==> src/rtl/wb_arb_pkg.sv <==
// ============================================================================
// Module   : wb_arb_pkg
// Brief    : Shared types, default widths and helpers for the Wishbone arbiter.
// Revision : 1.0
// ============================================================================
`default_nettype none

package wb_arb_pkg;

    typedef enum logic [1:0] {
        IDLE = 2'd0,
        BUSY = 2'd1,
        TERM = 2'd2
    } arb_state_t;

    localparam int c_DEF_AW = 32;
    localparam int c_DEF_DW = 32;

    function automatic int clog2(input int value);
        int result;
        result = 0;
        while ((1 << result) < value) begin
            result++;
        end
        return result;
    endfunction

endpackage

`default_nettype wire

==> src/rtl/rr_pick.sv <==
// ============================================================================
// Module   : rr_pick
// Brief    : Combinational round-robin picker: first requester after the last
//            grant index, with wrap. One-hot grant plus valid.
// Revision : 1.0
// ============================================================================
`default_nettype none

module rr_pick
    import wb_arb_pkg::*;
#(
    parameter int N = 4
) (
    input  logic [N-1:0]          i_req,
    input  logic [clog2(N)-1:0]   i_last_grant,
    output logic [N-1:0]          o_grant,
    output logic                  o_valid
);

    logic [N-1:0] w_mask;
    logic [N-1:0] w_hi;
    logic [N-1:0] w_sel;

    // Requesters strictly above the last grant win before wrapping to bit 0.
    for (genvar j = 0; j < N; j++) begin : g_mask
        assign w_mask[j] = (j > int'(i_last_grant));
    end

    assign w_hi    = i_req & w_mask;
    assign w_sel   = (|w_hi) ? w_hi : i_req;
    assign o_grant = w_sel & (~w_sel + N'(1));
    assign o_valid = |i_req;

endmodule

`default_nettype wire

==> src/rtl/wb_rr_arbiter.sv <==
// ============================================================================
// Module   : wb_rr_arbiter
// Brief    : Round-robin arbiter sharing one Wishbone classic slave among
//            NUM_MASTERS masters. Optional stall timeout: WB_ARB_TIMEOUT_EN.
// Revision : 1.0
// ============================================================================
`default_nettype none

module wb_rr_arbiter
    import wb_arb_pkg::*;
#(
    parameter int NUM_MASTERS    = 4,
    parameter int AW             = c_DEF_AW,
    parameter int DW             = c_DEF_DW,
    parameter int TIMEOUT_CYCLES = 16
) (
    input  logic                        clk,
    input  logic                        rst,
    input  logic [NUM_MASTERS-1:0]      m_cyc_i,
    input  logic [NUM_MASTERS-1:0]      m_stb_i,
    input  logic [NUM_MASTERS-1:0]      m_we_i,
    input  logic [NUM_MASTERS*AW-1:0]   m_adr_i,
    input  logic [NUM_MASTERS*DW-1:0]   m_dat_i,
    input  logic [NUM_MASTERS*DW/8-1:0] m_sel_i,
    output logic [DW-1:0]               m_dat_o,
    output logic [NUM_MASTERS-1:0]      m_ack_o,
    output logic [NUM_MASTERS-1:0]      m_err_o,
    output logic                        s_cyc_o,
    output logic                        s_stb_o,
    output logic                        s_we_o,
    output logic [AW-1:0]               s_adr_o,
    output logic [DW-1:0]               s_dat_o,
    output logic [DW/8-1:0]             s_sel_o,
    input  logic [DW-1:0]               s_dat_i,
    input  logic                        s_ack_i,
    input  logic                        s_err_i,
    output logic [NUM_MASTERS-1:0]      grant_o
);

    localparam int c_SW = DW / 8;
    localparam int c_IW = clog2(NUM_MASTERS);

    if (NUM_MASTERS < 2 || NUM_MASTERS > 8 || TIMEOUT_CYCLES < 1) begin : g_param_check
        $error("wb_rr_arbiter: parameter out of range");
    end

    arb_state_t             r_state, w_state_nxt;
    logic [NUM_MASTERS-1:0] r_grant, w_grant_nxt;
    logic [c_IW-1:0]        r_last, w_last_nxt;
    logic [NUM_MASTERS-1:0] w_pick_grant;
    logic                   w_pick_valid;
    logic [c_IW-1:0]        w_gidx;
    logic                   w_busy;
    logic                   w_tmo_hit;
    logic                   w_g_cyc, w_g_stb, w_g_we;
    logic [AW-1:0]          w_g_adr;
    logic [DW-1:0]          w_g_dat;
    logic [c_SW-1:0]        w_g_sel;

    rr_pick #(.N(NUM_MASTERS)) u_rr_pick (
        .i_req        (m_cyc_i),
        .i_last_grant (r_last),
        .o_grant      (w_pick_grant),
        .o_valid      (w_pick_valid)
    );

    // One-hot AND-OR mux of the granted master's request signals.
    always_comb begin
        w_gidx  = '0;
        w_g_cyc = 1'b0;
        w_g_stb = 1'b0;
        w_g_we  = 1'b0;
        w_g_adr = '0;
        w_g_dat = '0;
        w_g_sel = '0;
        for (int k = 0; k < NUM_MASTERS; k++) begin
            if (r_grant[k]) begin
                w_gidx  = c_IW'(k);
                w_g_cyc = m_cyc_i[k];
                w_g_stb = m_stb_i[k];
                w_g_we  = m_we_i[k];
                w_g_adr = m_adr_i[k*AW +: AW];
                w_g_dat = m_dat_i[k*DW +: DW];
                w_g_sel = m_sel_i[k*c_SW +: c_SW];
            end
        end
    end

    assign w_busy  = (r_state == BUSY);
    assign s_cyc_o = w_busy & w_g_cyc;
    assign s_stb_o = w_busy & w_g_stb;
    assign s_we_o  = w_busy & w_g_we;
    assign s_adr_o = w_busy ? w_g_adr : '0;
    assign s_dat_o = w_busy ? w_g_dat : '0;
    assign s_sel_o = w_busy ? w_g_sel : '0;
    assign m_dat_o = s_dat_i;
    assign grant_o = r_grant;
    assign m_ack_o = (w_busy && s_ack_i && !w_tmo_hit) ? r_grant : '0;
    assign m_err_o = ((w_busy && s_err_i) || w_tmo_hit) ? r_grant : '0;

`ifdef WB_ARB_TIMEOUT_EN
    localparam int c_TW = clog2(TIMEOUT_CYCLES + 1);
    logic [c_TW-1:0] r_tmo_cnt;

    always_ff @(posedge clk or posedge rst) begin
        if (rst) begin
            r_tmo_cnt <= '0;
        end else if (w_busy && s_stb_o && !s_ack_i && !s_err_i && !w_tmo_hit) begin
            r_tmo_cnt <= r_tmo_cnt + c_TW'(1);
        end else begin
            r_tmo_cnt <= '0;
        end
    end

    assign w_tmo_hit = w_busy && (r_tmo_cnt == c_TW'(TIMEOUT_CYCLES));
`else
    assign w_tmo_hit = 1'b0;
`endif

    always_ff @(posedge clk or posedge rst) begin
        if (rst) begin
            r_state <= IDLE;
            r_grant <= '0;
            r_last  <= c_IW'(NUM_MASTERS - 1);
        end else begin
            r_state <= w_state_nxt;
            r_grant <= w_grant_nxt;
            r_last  <= w_last_nxt;
        end
    end

    always_comb begin
        w_state_nxt = r_state;
        w_grant_nxt = r_grant;
        w_last_nxt  = r_last;
        case (r_state)
            IDLE: begin
                if (w_pick_valid) begin
                    w_grant_nxt = w_pick_grant;
                    w_state_nxt = BUSY;
                end
            end
            BUSY: begin
                if (!w_g_cyc) begin
                    w_last_nxt  = w_gidx;
                    w_grant_nxt = '0;
                    w_state_nxt = IDLE;
                end else if (w_tmo_hit) begin
                    w_state_nxt = TERM;
                end
            end
`ifdef WB_ARB_TIMEOUT_EN
            TERM: begin
                if (!w_g_cyc) begin
                    w_last_nxt  = w_gidx;
                    w_grant_nxt = '0;
                    w_state_nxt = IDLE;
                end
            end
`endif
            default: begin
                w_grant_nxt = '0;
                w_state_nxt = IDLE;
            end
        endcase
    end

endmodule

`default_nettype wire

==> config.mk <==
export PLATFORM = sky130hd
export DESIGN_NAME = wb_rr_arbiter
export DESIGN_NICKNAME = d
export VERILOG_FILES = /design/src/rtl/wb_arb_pkg.sv /design/src/rtl/rr_pick.sv /design/src/rtl/wb_rr_arbiter.sv
export SDC_FILE = /design/constraint.sdc
export NUM_CORES = 1
export LEC_CHECK = 0
export ABC_CLOCK_PERIOD_IN_PS = 2550
export BUFFER_PORTS_ARGS = -buffer_cell sky130_fd_sc_hd__buf_2
export CAP_MARGIN = 10
export CORE_AREA = 2 2 171 173
export CTS_CLUSTER_DIAMETER = 120
export DETAILED_ROUTE_END_ITERATION = 16
export DIE_AREA = 0 0 173 175
export GPL_TIMING_DRIVEN = 1
export MAX_ROUTING_LAYER = met4
export PLACE_DENSITY = 0.42
export SETUP_SLACK_MARGIN = 0.2
export SYNTH_ARGS = -nofsm -noshare
export SYNTH_HDL_FRONTEND = slang
export SYNTH_SLANG_ARGS = --single-unit
export TNS_END_PERCENT = 5
==> constraint.sdc <==
create_clock -name clk -period 2.55 [get_ports clk]
set_input_delay 0.1275 -clock clk [delete_from_list [all_inputs] [get_ports clk]]
set_output_delay 0.1275 -clock clk [all_outputs]
set_load 0.02 [all_outputs]
==> results.md, run 1 <==
- Once detail routing completed, the nets flagged for antenna violations numbered 0.
- The routed layout has 4370 vias.
- The post-detailed-route wirelength per cell is 16.0 microns.
- The hold-fix buffer count after cts is 1.
- In this run the cell area of the synthesized design comes to 2440 sq um.
- Synthesis handed over a netlist of 345 instances.
- The worst-case clock buffer depth is 2.
- The post-synthesis sequential area ratio is 0.0729.
- Setup repair after global routing left no endpoint under its margin.
- The routability congestion estimate is 0.865.
- The post-cts resize count is 0.
- The worst pin sits at a relative slew slack of 0.667.
- STA classifies the critical path startpoint as a register.
- The first global-routing pass estimated 24100 microns of wire.
- Compared with the post-synthesis result, the final layout area differs by 85.5%.
- The ratio of final minimum period to clock period is 0.869.
- Setup violations remaining at the end of the flow were counted as 0.
- The cell taking the most area after synthesis is sky130_fd_sc_hd__o221ai_1.
- The area taken by multi-input logic gates is 1780 sq um.
- The completed layout was analyzed and its total power is 4840 uW.
- The insertion delay to the later sink of the worst-skew pair is 0.24 ns.
- The count of filler cells inserted in the layout is 3312.
- The worst setup timing slack at the placement stage is 0.615 ns.
- The prevailing post-synth register cell is sky130_fd_sc_hd__dfrtp_1.
- The area of all placed cells without fillers is 4520 sq um.
- The share of synthesized area in the top cell type comes to 0.248.
- The cell sitting at the root of the clock tree is a sky130_fd_sc_hd__clkbuf_16.
- The die is 173 microns wide.
- Entering global routing, the biggest net connects 46 pins.
- The number of antenna violations at the first check in global routing is 0.
- The number of global-route vias before repair came to 4208.
- The wire length reported by the detailed router is 16600 microns.
- The run finished with clean final reports.
- The flip-flop and latch count after synthesis is 7.
- The static power due to leakage is 0.00218 uW.
- In the post-synthesis netlist, the biggest area contributors are sky130_fd_sc_hd__o221ai_1 (25%), sky130_fd_sc_hd__a22oi_1 (22%), sky130_fd_sc_hd__a21oi_1 (14%), sky130_fd_sc_hd__buf_4 (11%), sky130_fd_sc_hd__dfrtp_1 (5.1%).
- 435 I/O pins were placed.
- The path class of the tightest hold or removal check is in2reg.
- The number of max-cap violations is 0.
- The type of destination of the critical path is an output port.
- The DRC violation count after routing is 0.
- The post-layout minimum cycle time is 2.21 ns.
- In the final layout, flip-flops and latches occupy 180 sq um.
- For the final database, setup skew stands at 0.00385 ns.
- The post-layout net count is 974.
- The maximum ir drop on the vdd rail is 0.400 mV.
- Timing would allow up to 451 MHz.
- Once the clock tree was built, the setup fixing pass inserted 0 buffers.
- The CTS tree is yes.
- The total area inside the core boundary comes to 28400 sq um.
- Setup slack on the critical path of the routed design comes to 0.335 ns.
- In this run the vertical extent of the chip is 175 microns.
- The fraction of registers with async set/reset is 1.00.
- The remaining global-route overflow is 0.
- STA puts the critical path data required time at 2.42 ns.
- The number of levels the H-tree was split into is 1.
- Dividing the synthesized area by the synthesized cell count gives 7.07 sq um.
- The floorplan has 62 rows.
- The number of clock sinks seen by CTS is 7.
- The power density of the placed cells is 1070 nW/um^2.
- Along the worst path, the maximum fanout reaches 39.
- The slew at the pin with the worst max-slew slack is 0.499 ns.
- The overall fraction of global-route tracks in use is 0.102.
- The count of pins over their slew limit came to 0.
- Clock-pin slew was measured on the worst setup and hold paths at 0.04 ns.
- The total clock buffers created by CTS is 3.
- The detail-routed via count per cell is 4.21.
- The netlist uses 33 different library cells.
- The instance area after placement is 4430 sq um.
- The share of cells above drive strength 1 is 0.609.
- Adding up every negative setup slack in the final design gives 0 ns.
- The Yosys step of the flow raised 0 warnings.
- After the first detailed-routing iteration, the DRC count stood at 253.
- Ranked by instance count, the synthesized netlist is headed by sky130_fd_sc_hd__a21oi_1 (70), sky130_fd_sc_hd__a22oi_1 (70), sky130_fd_sc_hd__o221ai_1 (69).
- The floorplan step defined a die boundary enclosing 30300 sq um.
- The first detailed-routing pass ran for 5 iterations.
- The number of diodes added for antenna fixing is 0.
- At the worst endpoint, the arrival time is 2.09 ns.
- The number of I/O port buffers is 370.
- The worst setup path is of the reg2out kind.
- The net count of the mapped netlist is 665.
- Counting flops with a built-in enable in the synthesized netlist gives 0.
- The detailed placer's ending HPWL is 13500 microns.
- The initial core utilization is 0.0859.
- The number of hold violations in the final report was 0.
[worst max-delay path: stages (launching register included)]
cell and delay, ns:
sky130_fd_sc_hd__dfrtp_2 0.62, sky130_fd_sc_hd__buf_4 0.49, sky130_fd_sc_hd__a22oi_1 0.28, sky130_fd_sc_hd__a21oi_1 0.21, sky130_fd_sc_hd__buf_2 0.19
[kinds of logic (layout without fill, tap and decap cells)]
logic type      after synthesis  count (layout)  synth area share
compound gates              227             227             0.668
buf+inv                      87             395             0.202
simple gates                 24              24            0.0575
flops                         7               7            0.0729
[sequential cells by signal, summed over array words and instances, names as in the netlist]
name and flops:
r_last 2, r_state 1, grant_o 4
[path summary, 6_finish.rpt]
path,start,endpoint,slack (ns),cells past startpoint
max in group asynchronous,rst,r_last[0]$_DFFE_PP1P_,1.89,3
max,grant_o[1]$_DFFE_PP0P_,s_dat_o[3],0.34,4
min in group asynchronous,rst,grant_o[3]$_DFFE_PP0P_,0.37,3
max reg2reg,grant_o[1]$_DFFE_PP0P_,grant_o[1]$_DFFE_PP0P_,0.90,4
min reg2reg,r_last[1]$_DFFE_PP1P_,r_last[1]$_DFFE_PP1P_,0.53,2
min,m_cyc_i[0],grant_o[0]$_DFFE_PP0P_,0.20,3
[stage by stage]
stage	std cells	util	hold slack [ns]
after floorplan	345	-	-0.0706
after global placement	1032	0.156	0.0922
after detailed placement	1032	0.156	0.0906
after CTS	1037	0.159	0.200
after global routing	1037	0.159	0.211
final	1037	0.159	0.203
[report_power, final]
part / total [uW] / leakage, uW / switching, uW / internal, uW
logic: 4310 / 0.00206 / 2810 / 1500
clock network: 277 / 0.0000409 / 70.4 / 207
registers: 254 / 0.0000836 / 88.7 / 165
[cell type report]
| type | instances | area share |
|---|---|---|
| Multi-Input combinational cell | 251 | 0.394 |
| Clock buffer | 3 | 0.0166 |
| Timing Repair Buffer | 384 | 0.436 |
| Sequential cell | 7 | 0.0398 |
| Inverter | 7 | 0.00581 |
| Clock inverter | 1 | 0.00111 |
| Tap cell | 384 | 0.106 |
[per-layer routing]
metal | track usage | routed length [microns] | vias to the layer above
met5 | - | 0 | -
met4 | 0.0258 | 327 | 0
met2 | 0.179 | 8540 | 261
li1 | - | - | 2038
met3 | 0.0122 | 1210 | 28
met1 | 0.124 | 6540 | 2043
[layout by cell type, fill, tap and decap left out, types with 2 or more instances in the layout]
cell type and count:
sky130_fd_sc_hd__buf_2 370, sky130_fd_sc_hd__a21oi_1 70, sky130_fd_sc_hd__a22oi_1 70, sky130_fd_sc_hd__o221ai_1 69, sky130_fd_sc_hd__buf_4 12, sky130_fd_sc_hd__and3_1 9
sky130_fd_sc_hd__inv_1 6, sky130_fd_sc_hd__o21ai_0 6, sky130_fd_sc_hd__a32o_1 3, sky130_fd_sc_hd__clkbuf_16 3, sky130_fd_sc_hd__dfrtp_1 3, sky130_fd_sc_hd__nand3b_1 2
sky130_fd_sc_hd__nand2b_1 2, sky130_fd_sc_hd__nand3_1 2, sky130_fd_sc_hd__nand2_1 2, sky130_fd_sc_hd__dfrtp_2 2, sky130_fd_sc_hd__dfstp_2 2
(Power assumes the default switching activity.)
==> run 2, diff against run 1 <==
--- a/config.mk
+++ b/config.mk
@@ -5,16 +5,16 @@
 export SDC_FILE = /design/constraint.sdc
 export NUM_CORES = 1
 export LEC_CHECK = 0
-export ABC_CLOCK_PERIOD_IN_PS = 2550
+export ABC_CLOCK_PERIOD_IN_PS = 1840
 export BUFFER_PORTS_ARGS = -buffer_cell sky130_fd_sc_hd__buf_2
 export CAP_MARGIN = 10
-export CORE_AREA = 2 2 171 173
+export CORE_AREA = 2 2 167 169
 export CTS_CLUSTER_DIAMETER = 120
 export DETAILED_ROUTE_END_ITERATION = 16
-export DIE_AREA = 0 0 173 175
+export DIE_AREA = 0 0 169 171
 export GPL_TIMING_DRIVEN = 1
 export MAX_ROUTING_LAYER = met4
-export PLACE_DENSITY = 0.42
+export PLACE_DENSITY = 0.44
 export SETUP_SLACK_MARGIN = 0.2
 export SYNTH_ARGS = -nofsm -noshare
 export SYNTH_HDL_FRONTEND = slang
==> constraint.sdc (replaced) <==
create_clock -name clk -period 1.84 [get_ports clk]
set_input_delay 0.092 -clock clk [delete_from_list [all_inputs] [get_ports clk]]
set_output_delay 0.092 -clock clk [all_outputs]
set_load 0.02 [all_outputs]
==> run 2 against run 1 <==
- sequential share of layout area is 0.42 points lower
- largest cell class unchanged
- power is 66% higher
- highest routed layer unchanged
- final area is 13% higher
- register-to-register slack worse by 0.68 ns
- critical path depth is 3 higher
- first-iteration DRC count is 7.9% higher
- via count is 4.7% higher
- critical endpoint is now s_dat_o[6]
- largest power group unchanged
==> results.md, run 2 (synthesis results as in run 1) <==
- The setup violation total in the final timing report was 0 (unchanged).
- In this run the clock root is driven by a sky130_fd_sc_hd__clkbuf_16.
- The arrival time at the worst endpoint is 1.61 ns (-0.48 ns).
- The endpoint of the worst-slack reg-to-reg timing path is grant_o[1]$_DFFE_PP0P_.
- The worst-case clock buffer depth came to 2 (unchanged).
- The signal on the critical path passes through nor2b_4, buf_6, buf_12, clkbuf_16, a22oi_1, a21oi_1, buf_2.
- The flow ran to the end, and the final reports show no timing, DRC or antenna violations.
- The iteration-0 DRC count of the detailed router is 273 (+7.9%).
- The register-to-register setup slack was 0.22 ns (-0.68 ns).
- The overall die area came to 28900 sq um (-4.5%).
- STA classifies the critical path endpoint as an output port.
- In this run the critical register-to-register path is launched from grant_o[3]$_DFFE_PP0P_.
- The number of antenna-violating nets in the routed design is 0 (unchanged).
- The count of pins over their slew limit is 0 (unchanged).
- The CTS tree is yes.
- The endpoint required time on the critical path is 1.75 ns (-0.67 ns).
- The clock-pin slew of the registers on the worst-case setup and hold paths is 0.04 ns (about the same).
- The number of clock sinks seen by CTS is 7 (unchanged).
- The detail-routed via count per cell was 4.49 (+6.5%).
- The routability congestion estimate is 0.820 (-5.1%).
- The maximum ir drop on the vdd rail was 0.649 mV (+62%).
- Setup repair after global routing could not meet its margin everywhere.
- The worst hold path cell count was 3 (unchanged).
- The relative slew slack is 0.664 (-0.00317).
- In the layout the commonest cells are sky130_fd_sc_hd__buf_2 (351), sky130_fd_sc_hd__a21oi_1 (67), sky130_fd_sc_hd__o221ai_1 (65), sky130_fd_sc_hd__a22oi_1 (63), sky130_fd_sc_hd__buf_4 (29).
- The insertion delay to the later sink of the worst-skew pair is 0.23 ns (about the same).
- The number of levels the H-tree was split into was 1 (unchanged).
- The core area was 27300 sq um (-3.8%).
- The critical path class is reg2out.
- The share of cells above drive strength 1 is 0.643 (+0.0334).
- The largest fanout on the critical path is 9 (-77%).
- The depth of the most critical reg-to-reg path is 6 (+2).
- For this run, the top clock speed supported by timing is 589 MHz.
- Of the available clock period, the critical path in the final layout requires 0.923.
- The number of max-cap violations is 0 (unchanged).
- The number of global-route vias before repair is 4048 (-3.8%).
- The detailed placer's ending HPWL was 12900 microns (-4.2%).
- The static power due to leakage is 0.00241 uW (+11%).
- The flip-flop count of the largest register, all copies and words added was 4 (unchanged).
- The slew at the pin with the worst max-slew slack came to 0.499 ns (-0.000694 ns).
- The number of I/O port buffers came to 370 (unchanged).
- The number of hold violations in the final report is 0 (unchanged).
- The largest net degree at the start of global routing was 45 (-2.2%).
- The worst min-delay path endpoint is grant_o[0]$_DFFE_PP0P_.
- The number of antenna violations at the first check in global routing is 1 (+1).
- Among all stages on the critical path, the largest delay is contributed by sky130_fd_sc_hd__dfrtp_2.
- The power density of the placed cells is 1580 nW/um^2 (+47%).
- The wire length reported by the detailed router is 19200 microns (+16%).
- The setup TNS after final layout came to 0 ns (unchanged).
- The width of the die came to 169 microns (-2.3%).
- The total clock buffers created by CTS is 3 (unchanged).
- The vias after detailed routing is 4574 (+4.7%).
- The startpoint of the most critical hold path is m_cyc_i[0].
- The most common cell after layout, fill and taps aside is sky130_fd_sc_hd__buf_2.
- The first-pass GRT wire length is 24300 microns (+0.54%).
- The remaining global-route overflow is 0 (unchanged).
- The DRC violation count after routing is 0 (unchanged).
- The post-layout minimum cycle time is 1.70 ns.
- The vertical die dimension is 171 microns (-2.3%).
- The standard-cell row count is 61 (-1.6%).
- The post-layout net count is 993 (+2.0%).
- The clock skew is 0.00262 ns (-0.00123 ns).
- The count of pins on the block boundary is 435 (unchanged).
- The post-detailed-route wirelength per cell is 18.9 microns (+18%).
- The worst hold-check path type is in2reg.
- The post-route total power is 8030 uW (+66%).
- The overall fraction of global-route tracks in use is 0.111 (+0.00907).
- The area growth from synthesis to layout is 109%.
- The count of filler cells inserted in the layout was 3132 (-5.4%).
- The detailed-router iteration count before antenna repair is 4 (-1).
- The initial core utilization is 0.0892 (+0.00336).
- The worst setup path is launched from a register.
- The worst stage delay on the critical path is 0.43 ns (-0.19 ns).
==> run 2: power breakdown <==
| part | switching, uW | total [uW] | internal [uW] | leakage (uW) |
|---|---|---|---|---|
| combinational | 4380 | 7350 | 2960 | 0.00229 |
| clock | 85.8 | 374 | 289 | 0.0000382 |
| sequential | 78.0 | 310 | 232 | 0.0000821 |
==> run 2: worst max-delay path: cells and delay by family (launching register included) <==
kind	cells	cell delay (ns)
simple gates	1	0.13
buf+inv	4	0.59
flops	1	0.43
compound gates	2	0.21
==> run 2: worst max-delay path by stage <==
stage / start / endpoint
after floorplan: grant_o[3]$_DFFE_PP0P_ / s_dat_o[23]
after CTS: grant_o[1]$_DFFE_PP0P_ / s_dat_o[29]
after global placement: grant_o[3]$_DFFE_PP0P_ / s_adr_o[30]
after global routing: grant_o[1]$_DFFE_PP0P_ / s_dat_o[26]
final: grant_o[1]$_DFFE_PP0P_ / s_dat_o[6]
after detailed placement: grant_o[3]$_DFFE_PP0P_ / s_dat_o[10]
==> run 2: area by class of cell <==
cell class	instances	area, sq um	share of cell area
well taps	346	433	0.0850
flip-flops and latches	7	181	0.0356
inverters	7	31.3	0.00614
clock buffers	4	78.8	0.0155
diodes	1	2.50	0.000492
repair buffers	403	2480	0.487
multi-input cells	251	1890	0.370
==> run 2: what timing repair did <==
action	4_1_cts	5_1_grt
gates cloned	3	5
hold endpoints to repair	5	0
setup buffers	6	4
hold buffers	1	0
endpoints found under the setup margin	67	77
pin swaps	0	15
resized for setup	21	29
==> run 2: metrics by stage <==
stage | util | cell area [sq um] | instances | hold slack [ns] | worst slack (ns)
after floorplan | - | 2440 | 345 | -0.106 | 0.195
after global placement | 0.165 | 4510 | 995 | 0.0553 | 0.145
after detailed placement | 0.165 | 4510 | 995 | 0.0563 | 0.149
after CTS | 0.177 | 4830 | 1009 | 0.173 | 0.136
after global routing | 0.186 | 5090 | 1019 | 0.184 | 0.0877
final | 0.186 | 5090 | 1019 | 0.179 | 0.142
==> run 2: layer usage <==
metal | track usage | vias up | part of all wire
li1 | - | 2078 | -
met1 | 0.140 | 2182 | 0.42
met2 | 0.192 | 293 | 0.49
met3 | 0.0169 | 21 | 0.076
met4 | 0.0156 | 0 | 0.0099
met5 | - | - | 0
